## config.mk

```make
export PLATFORM = sky130hd
export DESIGN_NAME = pushbutton_conditioner
export DESIGN_NICKNAME = d
export VERILOG_FILES = /design/src/rtl/pushbutton_conditioner.sv
export SDC_FILE = /design/constraint.sdc
export NUM_CORES = 1
export LEC_CHECK = 0
export ABC_CLOCK_PERIOD_IN_PS = 2560
export BUFFER_PORTS_ARGS = -buffer_cell sky130_fd_sc_hd__buf_2
export CORE_UTILIZATION = 40
export CTS_CLUSTER_SIZE = 24
export DETAILED_ROUTE_END_ITERATION = 10
export PLACE_DENSITY = 0.6
export SETUP_SLACK_MARGIN = 0.5
export SYNTH_ARGS = -nofsm -noshare
export SYNTH_HDL_FRONTEND = slang
export SYNTH_SLANG_ARGS = --single-unit
export TNS_END_PERCENT = 1
```

## constraint.sdc

```tcl
create_clock -name clk -period 2.56 [get_ports clk]
set_input_delay 0.256 -clock clk [delete_from_list [all_inputs] [get_ports clk]]
set_output_delay 0.256 -clock clk [all_outputs]
set_load 0.05 [all_outputs]
```

## src/rtl/pushbutton_conditioner.sv

```systemverilog
// -----------------------------------------------------------------------------
// pushbutton_conditioner
//
// Turns the raw, active-low, bouncing DE1-SoC KEY pins into a clean level bus
// for the pushbuttons_export PIO. Each key has its own two-flop synchroniser, a
// four-state debounce FSM, one-cycle press/release strobes, and a sticky event
// bit that software clears with a strobe. Everything runs on clk
// (system_ref_clk).
//
// Optional feature macro: PUSHBUTTON_REPEAT_EN
//   When defined, a key held in the pressed state re-fires key_press after
//   REPEAT_DELAY cycles and then every REPEAT_PERIOD cycles while held.
//   When undefined there is no repeat logic and key_press fires once per press.
//
// Parameters:
//   NUM_KEYS        number of keys; width of every per-key bus
//   DEBOUNCE_CYCLES cycles the synchronised key must stay stable (>= 2)
//   REPEAT_DELAY    hold cycles before the first auto-repeat pulse
//   REPEAT_PERIOD   cycles between later auto-repeat pulses (<= REPEAT_DELAY)
//
// Ports:
//   clk         in   system clock
//   reset       in   asynchronous reset, active-high
//   key_n       in   raw keys, 0 = pressed, asynchronous and bouncing
//   evt_clear   in   per-bit strobe clearing the matching evt_sticky bit
//   key_level   out  debounced level, 1 = pressed
//   key_press   out  one-cycle pulse on an accepted press (and each repeat)
//   key_release out  one-cycle pulse on an accepted release
//   evt_sticky  out  set by key_press, held until evt_clear
// -----------------------------------------------------------------------------
module pushbutton_conditioner #(
  parameter int NUM_KEYS        = 3,
  parameter int DEBOUNCE_CYCLES = 1000000,
  parameter int REPEAT_DELAY    = 25000000,
  parameter int REPEAT_PERIOD   = 5000000
) (
  input  logic                clk,
  input  logic                reset,
  input  logic [NUM_KEYS-1:0] key_n,
  input  logic [NUM_KEYS-1:0] evt_clear,
  output logic [NUM_KEYS-1:0] key_level,
  output logic [NUM_KEYS-1:0] key_press,
  output logic [NUM_KEYS-1:0] key_release,
  output logic [NUM_KEYS-1:0] evt_sticky
);

  localparam int CNT_W = $clog2(DEBOUNCE_CYCLES);
  localparam logic [CNT_W-1:0] CNT_LAST = CNT_W'(DEBOUNCE_CYCLES - 1);

`ifdef PUSHBUTTON_REPEAT_EN
  localparam int RCNT_W = $clog2(REPEAT_DELAY);
  localparam logic [RCNT_W-1:0] RCNT_LAST = RCNT_W'(REPEAT_DELAY - 1);
  // Reloading to DELAY-PERIOD makes the next terminal count PERIOD cycles away.
  localparam logic [RCNT_W-1:0] RCNT_RELOAD = RCNT_W'(REPEAT_DELAY - REPEAT_PERIOD);
`endif

  // The counters cannot represent these settings, so stop at elaboration.
  if (DEBOUNCE_CYCLES < 2 || REPEAT_PERIOD < 1 || REPEAT_PERIOD > REPEAT_DELAY) begin : g_invalid_params
    $error("pushbutton_conditioner: invalid debounce/repeat parameters");
  end

  typedef enum logic [1:0] {
    IDLE,
    PRESS_WAIT,
    PRESSED,
    RELEASE_WAIT
  } state_t;

  logic [NUM_KEYS-1:0] sync1;
  logic [NUM_KEYS-1:0] sync2;

  // Two plain flops per key with nothing between them; reset to the
  // released level so no phantom press appears out of reset.
  always_ff @(posedge clk or posedge reset) begin
    if (reset) begin
      sync1 <= '1;
      sync2 <= '1;
    end else begin
      sync1 <= key_n;
      sync2 <= sync1;
    end
  end

  for (genvar i = 0; i < NUM_KEYS; i++) begin : g_key
    state_t           state;
    logic [CNT_W-1:0] cnt;
    logic             level_q;
    logic             press_q;
    logic             release_q;
    logic             s;
`ifdef PUSHBUTTON_REPEAT_EN
    logic [RCNT_W-1:0] rcnt;
`endif

    // Synchronised key, 1 = pressed.
    assign s = ~sync2[i];

    // Debounce FSM. A level change is accepted only after s has held the new
    // value for DEBOUNCE_CYCLES consecutive cycles; any return to the old
    // value during the wait abandons it without a pulse. Pulses default low
    // every cycle, so each is exactly one cycle wide.
    always_ff @(posedge clk or posedge reset) begin
      if (reset) begin
        state     <= IDLE;
        cnt       <= '0;
        level_q   <= 1'b0;
        press_q   <= 1'b0;
        release_q <= 1'b0;
`ifdef PUSHBUTTON_REPEAT_EN
        rcnt      <= '0;
`endif
      end else begin
        press_q   <= 1'b0;
        release_q <= 1'b0;
        case (state)
          IDLE: begin
            if (s) begin
              cnt   <= '0;
              state <= PRESS_WAIT;
            end
          end
          PRESS_WAIT: begin
            if (!s) begin
              cnt   <= '0;
              state <= IDLE;
            end else if (cnt == CNT_LAST) begin
              level_q <= 1'b1;
              press_q <= 1'b1;
              state   <= PRESSED;
`ifdef PUSHBUTTON_REPEAT_EN
              rcnt    <= '0;
`endif
            end else begin
              cnt <= cnt + 1'b1;
            end
          end
          PRESSED: begin
            if (!s) begin
              // rcnt is left alone so a bounce back to PRESSED resumes it.
              cnt   <= '0;
              state <= RELEASE_WAIT;
            end
`ifdef PUSHBUTTON_REPEAT_EN
            else if (rcnt == RCNT_LAST) begin
              press_q <= 1'b1;
              rcnt    <= RCNT_RELOAD;
            end else begin
              rcnt <= rcnt + 1'b1;
            end
`endif
          end
          RELEASE_WAIT: begin
            if (s) begin
              state <= PRESSED;
            end else if (cnt == CNT_LAST) begin
              level_q   <= 1'b0;
              release_q <= 1'b1;
              state     <= IDLE;
            end else begin
              cnt <= cnt + 1'b1;
            end
          end
          default: begin
            cnt   <= '0;
            state <= IDLE;
          end
        endcase
      end
    end

    assign key_level[i]   = level_q;
    assign key_press[i]   = press_q;
    assign key_release[i] = release_q;
  end

  // Sticky events are set from the registered press strobe, so a clear that
  // lands in the same cycle as key_press loses to the set.
  always_ff @(posedge clk or posedge reset) begin
    if (reset) begin
      evt_sticky <= '0;
    end else begin
      evt_sticky <= (evt_sticky & ~evt_clear) | key_press;
    end
  end

endmodule

```

==> results.cfg <==
[worst_hold_path]
hold_path.class = input port to register

[routing]
ant_nets = 0
vias_per_cell = 5.79
num_vias = 3760
drt_wl_total_um = 9530
drtIter0Drc = 216
drt-pass1-iter-count = 5
wl_per_cell_um = 14.7
drc = 0

[clocking]
clkTransAtPathRegs_ps = 60
numClockSinks = 84
clock_path_buffers = 2
numCtsBuffers = 9
cts_tree = built
root_buffer = clkbuf_16
htree_levels = 3
clock_insertion_delay_worst_skew_ps = 340

[global_route]
antenna_found_initial = 0
grt_use_total_pct = 17.7
first_global_vias = 3568
grt.overflow.total = 0
grt_max_degree = 40
grt_pass1_wl_um = 16600

[logic_synthesis]
synth_top_cell_area_share_pct = 42.4
yosysTopAreaCell = dfrtp_1
async_flop_share_pct = 100
synth_warnings = 0
ys.flop_type = dfrtp_1
syn-num-nets = 507
syn_inst = 496
yosys_register_bits = 84
synth_edf_count = 0
yosys-top-cells-area = dfrtp_1, o21ai_0, dfstp_2
yosysUniqueCellTypes = 62
netlist_area_um2 = 4600
yosysSeqAreaShare_pct = 45.8
synth.avg_cell_area_um2 = 9.28

[layout]
final_area_um2 = 5120
nets = 515
layout_common_cells = dfrtp_1, nor2_1, o21ai_0, nand2_1, nand3_1
mostFrequentLayoutCell = dfrtp_1
fill_cells = 1058
area_growth_pct = 11.2
ff_latch_area_um2 = 2110
antenna_cells = 0
drive_above_1_share_pct = 13.2
multi_input_area_um2 = 2260
stdcell_count = 649

[die]
start_util_pct = 41.7
row_count = 38
dieArea_um2 = 11900
ioPinCount = 20
die_width_um = 109
dieHeight_um = 109
core-area_um2 = 11000

[power]
ir_drop_v = 0.000281
finalPower_mw = 2.89
p_leak_nw = 2.26
p_per_area_nw_per_um2 = 564

[sta]
clock_skew_ps = 10.5
tns_ps = 0
hold_viol = 0
fin_crit_ps = 2030
fmax_mhz = 494
setup-violations-final = 0
rsz0062_at_grt = true
drv_slew = 0
slew_headroom_pct = 41.9
timing.final.crit_share_pct = 79.1
tightest_slew_ps = 869

[placement]
hpwl_um = 6530
dp_cells = 631
port_buffers = 19
placed_area_um2 = 4790
place_congestion = 0.798

[critical_path]
startpoint_type = register
path_class = register to register
crit_path_max_fanout = 13
critPathCaptureType = register
arrival_ps = 2300
cp_data_required_time_ps = 2830

[flow_run]
maxCapViolCount = 0

[status]
status = complete, no violations
## layout make-up
| class | count | area share [%] |
|---|---|---|
| clock buffers | 13 | 5.28 |
| clock inverters | 3 | 0.856 |
| inverters | 18 | 1.39 |
| multi-input cells | 363 | 44.1 |
| flip-flops and latches | 84 | 41.2 |
| well taps | 140 | 3.42 |
| repair buffers | 28 | 3.67 |
## cells in the mapped netlist (all sizes together) (7+ instances only)
cell	count
nand3	26
nor3	13
and2	9
a31oi	18
and3	13
buf	18
a21oi	26
nor2	42
a21o	7
nand4	18
xnor2	10
dfrtp	78
or3	8
o21ai	40
clkbuf	13
and4	9
nor4b	9
nand2	36
inv	18
xor2	16
## per-stage QoR
stage	util (%)	worst slack [ps]	hold slack (ps)
2_1_floorplan	-	819	260
3_3_place_gp	43.4	568	346
3_5_place_dp	43.4	504	347
4_1_cts	46.2	539	1.88
5_1_grt	46.4	415	3.74
6_report	46.4	534	9.03
## critical path, cell delays in order, from the launching register on
cell     delay [ps]
dfstp_2         610
and2b_1         270
nor3_1           90
a21o_1          310
or4_1           580
nand2_1         110
## registers in the layout, summed over array words and instances (netlist names), named ones only
name	flops
evt_sticky	3
g_key.cnt	60
g_key.level_q	3
g_key.press_q	3
g_key.release_q	3
g_key.state	3
sync1	3
sync2	3
## where the power goes
part           total (mW)  switching, mW  leakage, nW  internal (mW)
clock                1.36          0.524        0.156          0.836
combinational       0.152          0.102        0.958         0.0501
sequential           1.37         0.0231         1.14           1.35
total                2.89          0.649         2.26           2.24
## metal layers
| metal | part of all wire (%) | track usage [%] |
|---|---|---|
| met1 | 50 | 23.9 |
| met2 | 45 | 27.3 |
| met3 | 3.6 | 3.29 |
| met4 | 1.8 | 8.48 |
| met5 | 0 | 0 |
## logic make-up (layout without fill, tap and decap cells)
group           after synthesis  after routing  synth area share (%)
buf+inv                      49             62                  5.08
compound gates              122            122                  16.4
flops                        84             84                  45.8
xor+xnor                     26             26                  4.95
fa+ha+maj                     3              3                 0.816
simple gates                207            207                  25.7
mux                           5              5                  1.17
## final timing paths
path                           from              end  slack (ps)  depth (start not counted)
min reg2reg                sync1[0]         sync2[0]         350                          0
min                        key_n[1]         sync1[1]           9                          1
max                        sync2[0]  g_key[0].cnt[4]         530                          5
max in group asynchronous     reset         sync2[0]        1810                          3
min in group asynchronous     reset  g_key[2].cnt[0]          90                          2
max reg2reg                sync2[0]  g_key[0].cnt[4]         530                          5
## what timing repair did
| action | CTS | global route |
|---|---|---|
| setup buffers | 0 | 2 |
| setup endpoints to repair | 1 | 15 |
| pin swaps | 0 | 1 |
| gates resized for setup | 1 | 0 |
| hold buffers | 0 | 0 |
Note: power is estimated with default switching activity, not from simulation.
